$ cat src/rtl/inst_ram256x8_pkg.sv
// Shared sizing constants for the instruction byte RAM.
// The top and the bus interface both take their defaults from here.
package mem_pkg;

    localparam int DEPTH  = 256;
    localparam int AW     = 8;
    localparam int WORD_W = 32;
    localparam int BYTE_W = 8;
    localparam int WORD_BYTES = WORD_W / BYTE_W;

    typedef logic [BYTE_W-1:0] byte_t;
    typedef logic [WORD_W-1:0] word_t;

endpackage

$ cat src/rtl/inst_ram256x8.sv
// Byte-organised instruction RAM: big-endian 32-bit combinational fetch at any
// byte address (wrapping at the top), byte writes on the rising clock.
module inst_ram256x8 #(
    parameter int DEPTH = mem_pkg::DEPTH,
    parameter int AW    = mem_pkg::AW
) (
    output logic [mem_pkg::WORD_W-1:0] DataOut,
    input  logic [31:0]                Address,
    input  logic                       Enable,
    input  logic                       clk,
    input  logic                       reset,
    input  logic                       we,
    input  logic [AW-1:0]              wr_addr,
    input  logic [mem_pkg::BYTE_W-1:0] wr_data
);

    // Zero-filled at time 0; reset deliberately leaves contents alone so a
    // preloaded program survives it.
    mem_pkg::byte_t Mem [DEPTH] = '{default: '0};

    logic unused_addr_hi;
    assign unused_addr_hi = ^Address[31:AW];

    // Gathers four consecutive bytes starting at a, first byte in the MSBs,
    // with the index wrapping modulo DEPTH.
    function automatic mem_pkg::word_t fetch_word(input logic [AW-1:0] a);
        mem_pkg::word_t w;
        int unsigned    idx;
        w = '0;
        for (int k = 0; k < mem_pkg::WORD_BYTES; k++) begin
            idx = (int'(a) + k) % DEPTH;
            w[mem_pkg::WORD_W-1-mem_pkg::BYTE_W*k -: mem_pkg::BYTE_W] = Mem[AW'(idx)];
        end
        return w;
    endfunction

    always_comb begin
        DataOut = '0;
        if (Enable)
            DataOut = fetch_word(Address[AW-1:0]);
    end

    always_ff @(posedge clk) begin
        if (!reset && we)
            Mem[wr_addr] <= wr_data;
    end

endmodule

$ cat config.mk
export PLATFORM = sky130hd
export DESIGN_NAME = inst_ram256x8
export DESIGN_NICKNAME = d
export VERILOG_FILES = /design/src/rtl/inst_ram256x8_pkg.sv /design/src/rtl/inst_ram256x8.sv
export SDC_FILE = /design/constraint.sdc
export NUM_CORES = 2
export LEC_CHECK = 0
export CAP_MARGIN = 20
export CORE_MARGIN = 10
export CORE_UTILIZATION = 30
export DETAILED_ROUTE_END_ITERATION = 10
export MAX_ROUTING_LAYER = met4
export PLACE_DENSITY = 0.49
export SLEW_MARGIN = 5
export SYNTH_ARGS = -nofsm -noshare
export SYNTH_HDL_FRONTEND = slang
export SYNTH_SLANG_ARGS = --single-unit
$ cat constraint.sdc
create_clock -name clk -period 7.2 [get_ports clk]
set_input_delay 0.72 -clock clk [delete_from_list [all_inputs] [get_ports clk]]
set_output_delay 0.72 -clock clk [all_outputs]
set_load 0.1 [all_outputs]
==> run summary <==
Max-cap violations in this run came to 0. The final period utilization came out at 94.6%. The area growth from synthesis to layout is 13.0%. The most instantiated flip-flop cell in the synthesis netlist is edfxtp_1.

The worst setup path is captured at an output pin. The mean instance size in the synthesized netlist is 16.2 um2. At the end of the flow, the number of nets in the layout was 8,142.

The shortest clock period the worst path allows after layout is 6.81 ns. The final number of setup-violating endpoints is 0. The placement row count came out at 242. The HPWL after detailed placement is 369,000 um. Once placement finished, the instance area stood at 140,000 um2. The flip-flop count of the largest register after layout is 2,048.

The normalized max-slew margin came out at 8.21%. Synthesis produced a netlist with a net count of 8,085. The kind of start point of the critical path is a primary input. The share of layout cells above drive strength 1 is 37.4%. The final number of hold-violating endpoints came out at 0. The leakage power came out at 46.2 nW. Global routing used 6.68% of the available met3 tracks. The number of clock sinks is 2,048. The number of standard cells in the layout, taps in and fillers out came out at 14,100. After synthesis, the share of flip-flops with an asynchronous set or reset is 0%.

After synthesis the netlist holds a flip-flop and latch count of 2,048. After detailed routing, the average wire length per cell comes to 39.3 um. The part of the Yosys area used for sequential elements came out at 47.1%. The final max-slew violation count was 0.

The largest registers in the layout are Mem: 2048 flops. The maximum clock insertion buffer count came out at 4. The CTS H-tree depth is 4. The most critical setup path has its endpoint at DataOut[9]. Before antenna repair, the detailed router went through 6 iterations.

The critical path starts at Address[2]. The category of the most critical setup path is primary input to output pin. The global routing stage identified its most utilized layer as met2. The distinct cell type count after synthesis came out at 69.

The aggregate routed wire length came out at 553,000 um. The width of the chip came out at 679 um. The number of enable flip-flop cells after synthesis came out at 2,048. The overall track demand over capacity in global routing came out at 23.8%.

The area of all placed cells without fillers came out at 147,000 um2. The number of antenna violations at the first check in global routing was 41. The maximum number of pins on one net before global-route repair came out at 177. After synthesis the cells add up to 130,000 um2. The achievable frequency came out at 0.147 GHz.

Mem holds more flip-flops than any other register. The die outline area is 462,000 um2. The slew of the pin with the lowest slew margin is 1.38 ns.

The final-layout setup total negative slack came out at 0 ns. Once the clock tree was built, the setup fixing pass inserted 0 buffers. For this run, design rule violations remaining after detail routing come to 0. The post-route total power is 0.0316 W. The global route total overflow came out at 0. The worst ir drop on vdd came out at 0.000193 V. The number of buffers inserted by port buffering came out at 59. The count of nets left with antenna violations once routing finished came out at 0.

TritonCTS built the clock tree. Once the floorplan was initialized, standard cells occupied 30.1% of the core. The mean number of vias per cell came out at 6.60. The number of warnings printed during yosys synthesis is 0. The data required time of the worst path is 6.48 ns. The share of the core filled with cells in the final layout came out at 34.0%. The cell count after synthesis came out at 8,029.

The largest fanout on the critical path came out at 31. The via count is 92,800. The endpoint arrival time on the critical path is 6.09 ns. The total of fill cells in the finished design came out at 41,000. The number of top-level pins is 84. The first global-routing pass estimated 749,000 um of wire. Setup repair after global routing left no endpoint under its margin.

Global routing consumed, on the met1 layer, 29.6% of the routing resources. The weighted congestion at the end of routability-driven global placement came out at 0.969. The via count of the first global-routing pass is 87,700. The quantity of hold-fixing buffers added after cts is 0. The core outline area is 434,000 um2. The die is 679 um tall. In this run, post-CTS repair resized a total of 0 instances. For met2 alone, demand over resource in global routing was 34.5%. In this run the clock root is driven by a clkbuf_16. The number of CTS-inserted buffers came out at 232.

The placed instance count is 13,600. The worst hold path class is primary input to flop. The run finished with clean final reports. The clock-pin slew of the registers on the worst-case setup and hold paths is 0.06 ns. In this run the power density over the cells is 214 nW/um2. The initial DRC count is 15,500.
==> per-layer routing <==
metal / share of wire [%] / vias up / wire (um)
met5: 0 / - / 0
met4: 7.3 / 0 / 40300
met3: 13 / 1359 / 70600
met2: 44 / 7258 / 245000
met1: 36 / 49600 / 197000
li1: - / 34600 / -
==> layout by cell type, fill, tap and decap left out, types with 26 or more instances in the layout <==
cell / instances
mux4_2: 2068
edfxtp_1: 2048
nand2_1: 1069
buf_4: 459
mux2i_1: 377
nor2_1: 344
nand3_1: 335
clkbuf_16: 235
buf_12: 125
a221oi_1: 104
nand4_1: 103
a32oi_1: 94
a21oi_1: 80
a31oi_1: 62
o22ai_1: 58
and3_1: 56
o21ai_0: 53
diode_2: 52
a22oi_1: 51
clkinv_1: 47
clkinv_2: 43
clkbuf_1: 43
a311oi_1: 31
nor3_1: 26
bufinv_16: 26
==> per-stage QoR <==
step / setup WS, ns / hold slack (ns)
floorplan: 0.555 / 0.819
global placement: 0.901 / 1.37
detailed placement: 0.862 / 1.41
CTS: 0.850 / 0.389
global route: 0.714 / 0.429
finish: 0.391 / 0.416
==> worst max-delay path, cell delays in order <==
cell and delay [ns]:
buf_8 0.39, ha_1 0.55, nand3_1 0.30, xnor2_2 0.32, buf_4 0.30, a21oi_2 0.98
buf_4 0.39, nand3_1 0.37, a21oi_1 0.58, nor3_1 0.25, buf_4 0.19, o221ai_1 0.19
buf_4 0.25, buf_12 0.19
==> cell usage after synthesis (5+ instances only) <==
library cell     n  area share [%]
a311oi_1        32            0.21
nor2b_1         17           0.082
a211oi_1        12           0.069
buf_6           93            0.80
edfxtp_1      2048              47
mux2_2          10           0.086
mux4_2        2068              36
a21boi_0        17           0.098
buf_8            8           0.092
nor4_1           9           0.043
o2111ai_1        7           0.047
nand4_1        103            0.49
o21ai_1          8           0.031
buf_1           80            0.23
nor2_1         367             1.1
mux2i_1        377             2.9
o211ai_1         8           0.046
a21oi_1         81            0.31
o221ai_1        16            0.11
a221oi_1       104            0.70
buf_4          112            0.64
o21bai_1         8           0.046
and2_1           9           0.043
o21ai_0         53            0.20
o22ai_1         58            0.28
a311o_1          8           0.061
a221o_1         11           0.084
nand2_1       1071             3.1
nand3_1        344             1.3
a32oi_1         94            0.63
and3_1          56            0.27
inv_1            6           0.017
nor3_1          26            0.10
a22oi_1         51            0.29
clkbuf_1       229            0.66
or4_1            6           0.035
nand2b_1         6           0.029
buf_2          277             1.1
a32o_1           5           0.038
buf_12           8            0.12
a31oi_1         62            0.30
xnor2_1         17            0.11
==> layout make-up <==
| cell class | count | area, um2 | share of cell area [%] |
|---|---|---|---|
| multi-input cells | 5166 | 64700 | 43.9 |
| inverters | 8 | 30.0 | 0.0204 |
| repair buffers | 630 | 6480 | 4.39 |
| well taps | 5734 | 7170 | 4.87 |
| clock inverters | 145 | 1450 | 0.980 |
| clock buffers | 278 | 6040 | 4.10 |
| flip-flops and latches | 2048 | 61500 | 41.7 |
| diodes | 52 | 130 | 0.0882 |
==> worst min path at each step <==
stage | from | end | slack (ns) | cells after the start
global placement | wr_data[5] | Mem[244][5] | 1.37 | 1
floorplan | wr_data[0] | Mem[0][0] | 0.82 | 0
detailed placement | wr_data[5] | Mem[249][5] | 1.41 | 1
CTS | wr_data[5] | Mem[254][5] | 0.39 | 1
finish | wr_data[5] | Mem[254][5] | 0.42 | 1
global route | wr_data[5] | Mem[254][5] | 0.43 | 1
==> cell families after synthesis <==
group	synth area share, %
muxes	38.7
DFF	47.1
and+or+nand+nor	6.59
buffers and inverters	3.64
AOI/OAI and AO/OA	3.76
xor gates and xnor gates	0.140
adders and majority gates	0.0384
==> report_power, final <==
part / internal [W] / switching (W)
registers: 0.0131 / 0.0000118
clock network: 0.00688 / 0.00519
logic: 0.00224 / 0.00410
Power figures use the tool's default switching activity.
